### src/rtl/awg_param_ctrl.sv
// ---------------------------------------------------------------------------
// awg_param_ctrl
//
// Purpose:
//   Control front end for saw_gen. Parses byte-serial command frames
//   (HEADER, CMD, D_HI, D_LO [, CKS]) arriving from a UART receiver.
//   Parameter writes land in shadow registers. A COMMIT command copies every
//   shadow to the live outputs on a single clock edge, so the generator never
//   sees a half-updated parameter set.
//
// Configuration:
//   AWG_CKSUM_EN - when defined, every frame carries a fifth checksum byte
//                  (CMD ^ D_HI ^ D_LO). A mismatch rejects the frame with
//                  error code 4 before any other check. When undefined,
//                  frames are four bytes and code 4 never occurs.
//
// Parameters:
//   TIMEOUT_CYCLES - clocks allowed between bytes of one frame before abort
//   HEADER         - frame start byte
//
// Ports:
//   clk_i        system clock, all logic on the rising edge
//   rst_i        synchronous active-high reset
//   rx_data_i    command byte
//   rx_valid_i   rx_data_i valid; consumed when rx_valid_i & rx_ready_o
//   rx_ready_o   byte can be accepted (low only while executing a frame)
//   freq_o       live phase-accumulator step
//   amp_o        live amplitude divisor (never 0)
//   phase_o      live channel-B phase offset
//   en_o         live output enable
//   cmd_ok_o     one-cycle pulse, frame executed
//   cmd_err_o    one-cycle pulse, frame rejected or aborted
//   err_code_o   reason for the last cmd_err_o pulse:
//                1 unknown cmd, 2 range, 3 timeout, 4 checksum; 0 after reset
// ---------------------------------------------------------------------------
module awg_param_ctrl #(
  parameter int unsigned TIMEOUT_CYCLES = 50000,
  parameter logic [7:0]  HEADER         = 8'hA5
) (
  input  logic        clk_i,
  input  logic        rst_i,
  input  logic [7:0]  rx_data_i,
  input  logic        rx_valid_i,
  output logic        rx_ready_o,
  output logic [11:0] freq_o,
  output logic [2:0]  amp_o,
  output logic [7:0]  phase_o,
  output logic        en_o,
  output logic        cmd_ok_o,
  output logic        cmd_err_o,
  output logic [2:0]  err_code_o
);

  // Wide enough to hold TIMEOUT_CYCLES-1 even when TIMEOUT_CYCLES is 1.
  localparam int unsigned TW    = $clog2(TIMEOUT_CYCLES + 1);
  localparam logic [TW-1:0] TLAST = TW'(TIMEOUT_CYCLES - 1);

  localparam logic [2:0] ERR_CMD   = 3'd1;
  localparam logic [2:0] ERR_RANGE = 3'd2;
  localparam logic [2:0] ERR_TMO   = 3'd3;
  localparam logic [2:0] ERR_CKS   = 3'd4;

  typedef enum logic [2:0] {
    S_IDLE,
    S_CMD,
    S_DHI,
    S_DLO,
`ifdef AWG_CKSUM_EN
    S_CKS,
`endif
    S_EXEC
  } state_e;

  state_e        state_q, state_d;
  logic [TW-1:0] timer_q, timer_d;
  logic [7:0]    cmd_q, cmd_d;
  logic [7:0]    dhi_q, dhi_d;
  logic [7:0]    dlo_q, dlo_d;
  logic [11:0]   freq_sh_q, freq_sh_d;
  logic [2:0]    amp_sh_q, amp_sh_d;
  logic [7:0]    phase_sh_q, phase_sh_d;
  logic          en_sh_q, en_sh_d;
  logic [11:0]   freq_q, freq_d;
  logic [2:0]    amp_q, amp_d;
  logic [7:0]    phase_q, phase_d;
  logic          en_q, en_d;
  logic          ok_q, ok_d;
  logic          err_q, err_d;
  logic [2:0]    code_q, code_d;

  logic          byte_acc;
  logic          timed_out;
  logic [15:0]   d_word;
  logic          cks_bad;

`ifdef AWG_CKSUM_EN
  logic [7:0]    cks_q, cks_d;
  assign cks_bad = (cks_q != (cmd_q ^ dhi_q ^ dlo_q));
`else
  assign cks_bad = 1'b0;
`endif

  assign rx_ready_o = (state_q != S_EXEC);
  assign byte_acc   = rx_valid_i && rx_ready_o;
  assign timed_out  = (timer_q == TLAST);
  assign d_word     = {dhi_q, dlo_q};

  assign freq_o     = freq_q;
  assign amp_o      = amp_q;
  assign phase_o    = phase_q;
  assign en_o       = en_q;
  assign cmd_ok_o   = ok_q;
  assign cmd_err_o  = err_q;
  assign err_code_o = code_q;

  // Frame parser, inter-byte timeout and command execution. Validation is
  // deferred to EXEC so a bad frame is always consumed in full first.
  always_comb begin
    state_d    = state_q;
    timer_d    = timer_q;
    cmd_d      = cmd_q;
    dhi_d      = dhi_q;
    dlo_d      = dlo_q;
`ifdef AWG_CKSUM_EN
    cks_d      = cks_q;
`endif
    freq_sh_d  = freq_sh_q;
    amp_sh_d   = amp_sh_q;
    phase_sh_d = phase_sh_q;
    en_sh_d    = en_sh_q;
    freq_d     = freq_q;
    amp_d      = amp_q;
    phase_d    = phase_q;
    en_d       = en_q;
    ok_d       = 1'b0;
    err_d      = 1'b0;
    code_d     = code_q;

    unique case (state_q)
      S_IDLE: begin
        timer_d = '0;
        if (byte_acc && (rx_data_i == HEADER)) begin
          state_d = S_CMD;
        end
      end

      S_EXEC: begin
        timer_d = '0;
        state_d = S_IDLE;
        if (cks_bad) begin
          err_d  = 1'b1;
          code_d = ERR_CKS;
        end else begin
          unique case (cmd_q)
            8'h01: begin
              if (d_word <= 16'h0FFF) begin
                freq_sh_d = d_word[11:0];
                ok_d      = 1'b1;
              end else begin
                err_d  = 1'b1;
                code_d = ERR_RANGE;
              end
            end
            8'h02: begin
              if ((d_word >= 16'd1) && (d_word <= 16'd7)) begin
                amp_sh_d = d_word[2:0];
                ok_d     = 1'b1;
              end else begin
                err_d  = 1'b1;
                code_d = ERR_RANGE;
              end
            end
            8'h03: begin
              if (d_word <= 16'h00FF) begin
                phase_sh_d = d_word[7:0];
                ok_d       = 1'b1;
              end else begin
                err_d  = 1'b1;
                code_d = ERR_RANGE;
              end
            end
            8'h04: begin
              if (d_word <= 16'd1) begin
                en_sh_d = d_word[0];
                ok_d    = 1'b1;
              end else begin
                err_d  = 1'b1;
                code_d = ERR_RANGE;
              end
            end
            8'h05: begin
              freq_d  = freq_sh_q;
              amp_d   = amp_sh_q;
              phase_d = phase_sh_q;
              en_d    = en_sh_q;
              ok_d    = 1'b1;
            end
            default: begin
              err_d  = 1'b1;
              code_d = ERR_CMD;
            end
          endcase
        end
      end

      default: begin
        // Mid-frame states: an accepted byte always beats a timeout.
        if (byte_acc) begin
          timer_d = '0;
          unique case (state_q)
            S_CMD: begin
              cmd_d   = rx_data_i;
              state_d = S_DHI;
            end
            S_DHI: begin
              dhi_d   = rx_data_i;
              state_d = S_DLO;
            end
`ifdef AWG_CKSUM_EN
            S_DLO: begin
              dlo_d   = rx_data_i;
              state_d = S_CKS;
            end
            S_CKS: begin
              cks_d   = rx_data_i;
              state_d = S_EXEC;
            end
`else
            S_DLO: begin
              dlo_d   = rx_data_i;
              state_d = S_EXEC;
            end
`endif
            default: state_d = S_IDLE;
          endcase
        end else if (timed_out) begin
          timer_d = '0;
          state_d = S_IDLE;
          err_d   = 1'b1;
          code_d  = ERR_TMO;
        end else begin
          timer_d = timer_q + TW'(1);
        end
      end
    endcase
  end

  // State and parameter registers. Reset restores both shadow and live sets
  // to the generator defaults and discards any partial frame.
  always_ff @(posedge clk_i) begin
    if (rst_i) begin
      state_q    <= S_IDLE;
      timer_q    <= '0;
      cmd_q      <= '0;
      dhi_q      <= '0;
      dlo_q      <= '0;
`ifdef AWG_CKSUM_EN
      cks_q      <= '0;
`endif
      freq_sh_q  <= 12'd1;
      amp_sh_q   <= 3'd1;
      phase_sh_q <= '0;
      en_sh_q    <= 1'b0;
      freq_q     <= 12'd1;
      amp_q      <= 3'd1;
      phase_q    <= '0;
      en_q       <= 1'b0;
      ok_q       <= 1'b0;
      err_q      <= 1'b0;
      code_q     <= '0;
    end else begin
      state_q    <= state_d;
      timer_q    <= timer_d;
      cmd_q      <= cmd_d;
      dhi_q      <= dhi_d;
      dlo_q      <= dlo_d;
`ifdef AWG_CKSUM_EN
      cks_q      <= cks_d;
`endif
      freq_sh_q  <= freq_sh_d;
      amp_sh_q   <= amp_sh_d;
      phase_sh_q <= phase_sh_d;
      en_sh_q    <= en_sh_d;
      freq_q     <= freq_d;
      amp_q      <= amp_d;
      phase_q    <= phase_d;
      en_q       <= en_d;
      ok_q       <= ok_d;
      err_q      <= err_d;
      code_q     <= code_d;
    end
  end

endmodule

### config.mk
export PLATFORM = sky130hd
export DESIGN_NAME = awg_param_ctrl
export DESIGN_NICKNAME = d
export VERILOG_FILES = /design/src/rtl/awg_param_ctrl.sv
export SDC_FILE = /design/constraint.sdc
export NUM_CORES = 1
export LEC_CHECK = 0
export CAP_MARGIN = 20
export CORE_ASPECT_RATIO = 1.5
export CORE_UTILIZATION = 38
export CTS_CLUSTER_SIZE = 8
export DETAILED_ROUTE_END_ITERATION = 8
export GPL_TIMING_DRIVEN = 1
export HOLD_SLACK_MARGIN = 0.08
export PLACE_DENSITY_LB_ADDON = 0.1
export SLEW_MARGIN = 0
export SYNTH_ARGS = -nofsm -noshare
export SYNTH_HDL_FRONTEND = slang
export SYNTH_SLANG_ARGS = --single-unit
export TNS_END_PERCENT = 1
### constraint.sdc
create_clock -name clk_i -period 4.65 [get_ports clk_i]
set_clock_uncertainty 0.1 [all_clocks]
set_input_delay 0.93 -clock clk_i [delete_from_list [all_inputs] [get_ports clk_i]]
set_output_delay 0.93 -clock clk_i [all_outputs]
set_load 0.02 [all_outputs]
# == Word level (Yosys, flattened, before mapping) ==
# Cells that the tools add are included.
# word_totals
register_bits,96
latch_bits,0
mem_bits_rw,0
rom_bits,0
inputBits,11
output_inout_bits,30
word_cells,89
n_memories,0
# op_classes
addsub,1
mul,0
n_div,0
order_cmp,5
eq_ne,19
shifts,0
muxes,26
bitwise_logic,3
n_reduce_logical,19
# op_table
cell,count
two-way mux 3 bit,9
AND reduction 3 bit,7
adder 16 x 1 -> 16 bit (second input constant),1
== test 16 bit (second input constant),1
== test 8 x 2 -> 1 bit (second input constant),2
== test 8 x 3 -> 1 bit (second input constant),2
greater-or-equal comparator 16 x 1 -> 1 bit (second input constant),1
less-or-equal comparator 16 x 1 -> 1 bit (second input constant),1
less-or-equal comparator 16 x 12 -> 1 bit (second input constant),1
less-or-equal comparator 16 x 3 -> 1 bit (second input constant),1
less-or-equal comparator 16 x 8 -> 1 bit (second input constant),1
!= test 3 bit (second input constant),5
one-hot mux 3 bit (5 select lines),1
one-hot mux 3 bit (2 select lines),2
two-way mux 1 bit,10
one-hot mux 1 bit (5 select lines),2
one-hot mux 3 bit (3 select lines),1
== test 8 x 1 -> 1 bit (second input constant),1
== test 8 bit (second input constant),1
AND reduction 8 bit,1
== test 3 x 2 -> 1 bit (second input constant),2
OR reduction 5 bit,1
!= test 2 bit (second input constant),2
AND reduction 2 bit,2
other kinds (10),15

# == Longest topological paths before layout ==
# Gate-level depths: netlist of run 1.
# depth
ltp_word,5
ltp_mapped,8
depth_no_buf,6

# == Worst setup path before layout of run 1 ==
# OpenSTA, ideal clock, no wires.
# synth_timing
kind,reg2reg
startpoint,register dhi_q[0]
endpoint,"register code_q[1], in the netlist err_code_o[1]"
setup_ps,139
t_arrival_ps,1963
required_ps,4411
setup_slack_ps,2448
stages_incl_launch_ff,6
path_buffers,0
synth_period_minus_slack_ps,2202
cell_sequence,dfxtp_1 -> or4_4 -> or4_1 -> or4_1 -> nand3_1 -> a221oi_1
# synth_via
elab_chain_len,4
elab_cells_between_ends,11
classes_between,5 x order compare; 4 x eq/ne; 2 x reduce/logical
# synth_lines
item,line,source
from (decl),77,"logic [7:0] dhi_q, dhi_d;"
from (signal assigned),275,dhi_q <= dhi_d;
greater-or-equal comparator 16 x 1 -> 1 bit or less-or-equal comparator 16 x 3 -> 1 bit (tied branches),165,if ((d_word >= 16'd1) && (d_word <= 16'd7)) begin
logical AND 1 bit,165,
!= test 3 bit (no source line),-,
AND reduction 8 bit (no source line) (*),-,
to (signal assigned),290,code_q <= code_d;
to (decl),89,"logic [2:0] code_q, code_d;"
# Mark *: on every way between the ends. The rest lies on a longest branch, timed or not.
# A chain may end at the register's enable or synchronous reset.

# == Worst setup path in the final report of run 1 ==
# layout_timing
startpoint,register state_q[0]
endpoint,output port rx_ready_o
# layout_via
elab_chain_len,1
# layout_lines
item,line,source
from (decl),74,"state_e state_q, state_d;"
from (signal assigned),272,state_q <= state_d;
!= test 3 bit,103,assign rx_ready_o = (state_q != S_EXEC);
to (decl),44,"output logic rx_ready_o,"
# No other way between the ends.

==> flow_summary.toml, run 1 <==
[power]
ir_drop_mv = 0.189
p_leak_nw = 1.55
powerDensity_nw_per_um2 = 343

[drt]
drtIter0Drc = 128
wl_per_cell_um = 13.8
topRoutingLayerUsed = "met4"
first_pass_iters = 5
routed_wl_um = 8400
wl_met1_um = 3800
ant_nets = 0
remaining_drc_errors = 0
vias = 3151
wl_met2_um = 4270
via_per_inst = 5.19
route.met3.wl_um = 204

[clock_tree]
clockBufferDepth = 2
cts_max_level = 3
clock_sinks = 95
cts_tree = "built"
root_buffer = "clkbuf_16"
cts-resized-gates = 0
cts_hold_buf = 0
post-cts-setup-buffer-count = 0
clk_pin_slew_ns = 0.06
clock_latency_ns = 0.34
numCtsBuffers = 9

[sta]
fmax_mhz = 338
drv_slew = 0
finalCritPeriodShare_pct = 63.7
grt_setup_unrepaired = "false"
tightestPinTransition_ns = 0.857
tns_ns = 0
maxSlewHeadroom_pct = 42.9
worst_hold_slack_ns = 0.351
period_needed_ns = 2.96
setup_viol = 0
hold_viol = 0

[placement]
place_area_um2 = 4200
port_buffers = 39
post-dp-hpwl_um = 5930
dp_cells = 591
gp_congestion = 0.826

[grt]
grt_max_degree = 79
grt_pass1_wl_um = 14100
grt_pass1_vias = 2976
grt_usage_pct = 17.5
antenna_found_initial = 0
overflow = 0

[critical_path]
crit_buf_inv = 2
critPathKind = "register to output pin"
endpoint = "rx_ready_o"
ff2ff_path_depth = 5
critPathMaxStageDelay_ns = 0.58
crit_start = "state_q[0]$_SDFFE_PP0P_"
critPathArrivalTime_ns = 1.93
ff2ff_setup_slack_ns = 2.00
reg2reg_from = "cmd_q[4]$_SDFFE_PP0P_"
slowest_stage = "clkdlybuf4s50_1"
cp_top_family = "buffers and inverters"
crit_path_start_kind = "register"
cp_cell_sequence = "nor3b_2 -> inv_1 -> clkdlybuf4s50_1"
crit_path_end_kind = "output pin"
cp_max_fo = 11
cp.required_ns = 3.62
cp_num_cells = 3
r2r-end = "phase_o[3]$_SDFFE_PP0P_"

[die]
die_width_um = 83.2
die_h_um = 124
std_cell_rows = 44
dieArea_um2 = 10300
top_level_ports = 41
initial_core_util_pct = 39.1
core_um2 = 9630

[finish]
antenna_cells = 0
drive_gt1_share_pct = 5.08
areaGrowthSynthToFinish_pct = 19.3
seq_area_um2 = 1900
fillers = 976
multi_input_area_um2 = 1730
final_nets = 499
stdcell_count = 607
finalInstanceArea_um2 = 4490
utilization_pct = 46.6

[synthesis]
netlist.top_cell.by_area = "dfxtp_1"
ys_async_sr_fraction_pct = 0
synth_most_common_cell = "nand2_1"
synth_cell_types = 43
ys_seq_elements = 95
synth_commonest_cells = "131 x nand2_1, 95 x dfxtp_1, 63 x a21oi_1"
netlist_area_um2 = 3760
syn_area_per_cell_um2 = 8.16
syn-instance-count = 461
synth_edf_count = 0
synth_nets = 473
yosysTopAreaCellShare_pct = 50.5
ys_seq_area_share_pct = 50.5
synthFlopType = "dfxtp_1"
synthTopCellsByArea = "dfxtp_1 51%, nand2_1 13%, a21oi_1 8.4%, nor2_1 3.7%, mux2i_1 2.9%"
ys_warn_count = 0

[status]
status = "finished clean"

[flow_run]
drv_cap = 0

[min_path]
min_path_type = "register to register"
cell families (layout without fill, tap and decap cells):
family | after synthesis | in the layout | synth area share (%)
AO/OA/AOI/OAI | 78 | 78 | 11.5
XOR/XNOR | 13 | 13 | 3.03
adder cells (fa/ha/maj) | 1 | 1 | 0.333
buffers and inverters | 32 | 63 | 3.36
flip-flops | 95 | 95 | 50.5
multiplexers | 11 | 11 | 2.93
other | 1 | 1 | 0.0997
AND/OR/NAND/NOR | 230 | 230 | 28.2
area by class of cell:
class / instances / area share, %
Clock buffer: 12 / 5.71
Clock inverter: 4 / 0.669
Inverter: 6 / 0.502
Multi-Input combinational cell: 334 / 38.6
Sequential cell: 95 / 42.4
Tap cell: 115 / 3.21
Timing Repair Buffer: 41 / 8.92
worst min-delay path by stage:
stage / startpoint / end / slack, ns / depth (start not counted)
3_3_place_gp: freq_sh_q[2]$_SDFFE_PP0P_ / freq_sh_q[2]$_SDFFE_PP0P_ / 0.34 / 2
4_1_cts: phase_o[2]$_SDFFE_PP0P_ / phase_o[2]$_SDFFE_PP0P_ / 0.36 / 2
3_5_place_dp: freq_sh_q[8]$_SDFFE_PP0P_ / freq_sh_q[8]$_SDFFE_PP0P_ / 0.35 / 2
2_1_floorplan: amp_sh_q[1]$_SDFFE_PP0P_ / amp_o[1]$_SDFFE_PP0P_ / 0.33 / 2
5_1_grt: phase_o[2]$_SDFFE_PP0P_ / phase_o[2]$_SDFFE_PP0P_ / 0.37 / 2
6_report: freq_sh_q[8]$_SDFFE_PP0P_ / freq_o[8]$_SDFFE_PP0P_ / 0.35 / 2
worst min-delay path: stages (launching register included):
cell     delay, ns
dfxtp_1       0.31
nand2_1       0.05
a21oi_1       0.05
layout by cell type, fill, tap and decap left out, drive strengths merged, types with 4 or more instances in the layout:
master         synthesis  final
nor4bb                 5      5
inv                    6      6
clkdlybuf4s50          0     38
xor2                   9      9
xnor2                  4      4
or4                    7      7
nor4                   6      6
o21ai                  4      4
nand4                  7      7
a21oi                 63     63
nor2                  37     37
dfxtp                 95     95
or3                    4      4
clkbuf                23     12
nand2                131    131
and3                   5      5
nand3                 10     10
mux2i                 11     11
state kept, by name, summed over array words and instances, names as in the netlist, 2 cells and up:
register	flops
cmd_q	8
amp_o	3
amp_sh_q	3
dlo_q	8
state_q	3
phase_o	8
phase_sh_q	8
freq_sh_q	12
dhi_q	8
freq_o	12
err_code_o	2
timer_q	16
per-stage QoR:
stage               power [mW]  setup WS [ns]
finish                    1.54           1.69
global route              1.60           1.57
CTS                       1.56           1.65
detailed placement       0.861           1.86
global placement         0.861           1.90
floorplan                0.846           2.45
per-layer routing:
layer | up-vias | GRT usage (%)
met3 | 10 | 3.78
met4 | 0 | 7.22
met2 | 41 | 31.1
li1 | 1616 | -
met1 | 1484 | 20.4
met5 | - | 0
where the power goes:
part	internal (mW)	switching, mW
Sequential	0.814	0.000150
Clock	0.393	0.303
Combinational	0.00970	0.0195
Power figures use the tool's default switching activity.
==> run 2, diff against run 1 <==
==> constraint.sdc (replaced) <==
create_clock -name clk_i -period 2.8 [get_ports clk_i]
set_clock_uncertainty 0.1 [all_clocks]
set_input_delay 0.56 -clock clk_i [delete_from_list [all_inputs] [get_ports clk_i]]
set_output_delay 0.56 -clock clk_i [all_outputs]
set_load 0.02 [all_outputs]
==> run 2 against run 1 <==
Net effect:
- routed wire length is 0.39% lower
- final cell count grew 0.82%
- worst hold slack about the same
- sequential share of layout area is 0.55 points lower
- critical path type unchanged
==> flow_summary.toml, run 2 (synthesis results as in run 1) <==
[power]
p_sw_mw = 0.560
powerDensity_nw_per_um2 = 587
pwr-share-seq_pct = 50.6
p_leak_nw = 1.59
total_power_mw = 2.67
ir_drop_mv = 0.338
pwr-share-comb_pct = 1.8
sw_frac_of_total_pct = 21.0
clkPwrFrac_pct = 47.6
p_int_mw = 2.11

[grt]
grt_pass1_wl_um = 14000
antenna_found_initial = 0
grt_pass1_vias = 2922
grt_usage_pct = 17.6
overflow = 0
grt_max_degree = 80

[drt]
via_per_inst = 5.11
ant_nets = 0
first_pass_iters = 4
routed_wl_um = 8370
remaining_drc_errors = 0
vias = 3130
wl_per_cell_um = 13.7
drtIter0Drc = 138

[critical_path]
cp_max_fo = 11
cp_cell_sequence = "nor3b_2 -> inv_1 -> clkdlybuf4s50_1"
crit_path_start_kind = "register"
cp.required_ns = 2.14
crit_path_end_kind = "output pin"
critPathKind = "register to output pin"
slowest_stage = "clkdlybuf4s50_1"
critPathArrivalTime_ns = 1.95
crit_buf_inv = 2
cp_top_family = "buffers and inverters"
critPathMaxStageDelay_ns = 0.58

[placement]
gp_congestion = 0.790
place_ws_ns = 0.379
post-dp-hpwl_um = 5770
port_buffers = 39

[die]
top_level_ports = 41
core_um2 = 9630
die_h_um = 124
dieArea_um2 = 10300
std_cell_rows = 44
initial_core_util_pct = 39.1
die_width_um = 83.2

[sta]
tightestPinTransition_ns = 0.811
grt_setup_unrepaired = "false"
fin_ws_ns = 0.191
finalCritPeriodShare_pct = 93.2
maxSlewHeadroom_pct = 45.9
period_needed_ns = 2.61
setup_viol = 0
hold_viol = 0
drv_slew = 0
fmax_mhz = 383
tns_ns = 0

[clock_tree]
clockBufferDepth = 2
post-cts-setup-buffer-count = 0
cts_hold_buf = 0
clk_pin_slew_ns = 0.07
cts-resized-gates = 0
root_buffer = "clkbuf_16"
numCtsBuffers = 9
cts_tree = "built"
clock_sinks = 95
clock_latency_ns = 0.35
cts_max_level = 3

[status]
status = "finished clean"

[flow_run]
drv_cap = 0

[finish]
mostFrequentLayoutCells = "131 x nand2_1, 95 x dfxtp_1, 63 x a21oi_1"
largest_register = "timer_q"
final_common_cell = "nand2_1"
areaGrowthSynthToFinish_pct = 20.9
largest_reg_flops = 16
antenna_cells = 0
drive_gt1_share_pct = 6.04
final_nets = 504

[min_path]
min_path_type = "register to register"
-- run 2: cell count changes in the layout (fill, tap and decap cells not counted), sizes merged --
cell	previous run	this run
buf	3	8
bufinv	0	1
clkinv	3	1
inv	6	7
-- run 2: routing by layer --
metal | global-route usage [%] | share of wire (%)
met1 | 21.0 | 46
met3 | 3.98 | 3.0
met4 | 9.91 | 2.4
met2 | 29.2 | 49
met5 | 0 | 0
-- run 2: worst reg2reg max path: cells and delay by family (launching register included) --
| kind | cells | cell delay (ns) |
|---|---|---|
| flip-flops | 1 | 0.32 |
| AND/OR/NAND/NOR | 4 | 1.76 |
| AO/OA/AOI/OAI | 1 | 0.10 |
-- run 2: stage by stage --
step	instance area, um^2	hold WS [ns]	instances	util (%)
global route	4550	0.370	612	47.2
CTS	4550	0.352	612	47.2
global placement	4240	0.344	596	44.0
detailed placement	4240	0.344	596	44.0
finish	4550	0.352	612	47.2
floorplan	3760	0.332	461	-
-- run 2: power groups by stage --
stage	logic, mW	clock network [mW]	registers, mW
CTS	0.0476	1.30	1.35
global placement	0.0471	0	1.38
global route	0.0521	1.36	1.35
finish	0.0470	1.27	1.35
detailed placement	0.0471	0	1.38
floorplan	0.0231	0	1.38
-- run 2: path summary, 6_finish.rpt --
path / slack (ns) / end / cells after the start / start
max: 0.19 / rx_ready_o / 3 / state_q[0]$_SDFFE_PP0P_
min: 0.35 / freq_sh_q[8]$_SDFFE_PP0P_ / 2 / freq_sh_q[8]$_SDFFE_PP0P_
max reg2reg: 0.36 / err_code_o[1]$_SDFFE_PP0P_ / 5 / dhi_q[0]$_SDFFE_PP0P_
min reg2reg: 0.35 / freq_sh_q[8]$_SDFFE_PP0P_ / 2 / freq_sh_q[8]$_SDFFE_PP0P_
-- run 2: cell type report --
type | count | area, um^2
Clock inverter | 4 | 51.3
Timing Repair Buffer | 46 | 438
Fill cell | 955 | 5090
Multi-Input combinational cell | 334 | 1730
Tap cell | 115 | 144
Inverter | 6 | 22.5
Clock buffer | 12 | 256
Sequential cell | 95 | 1900
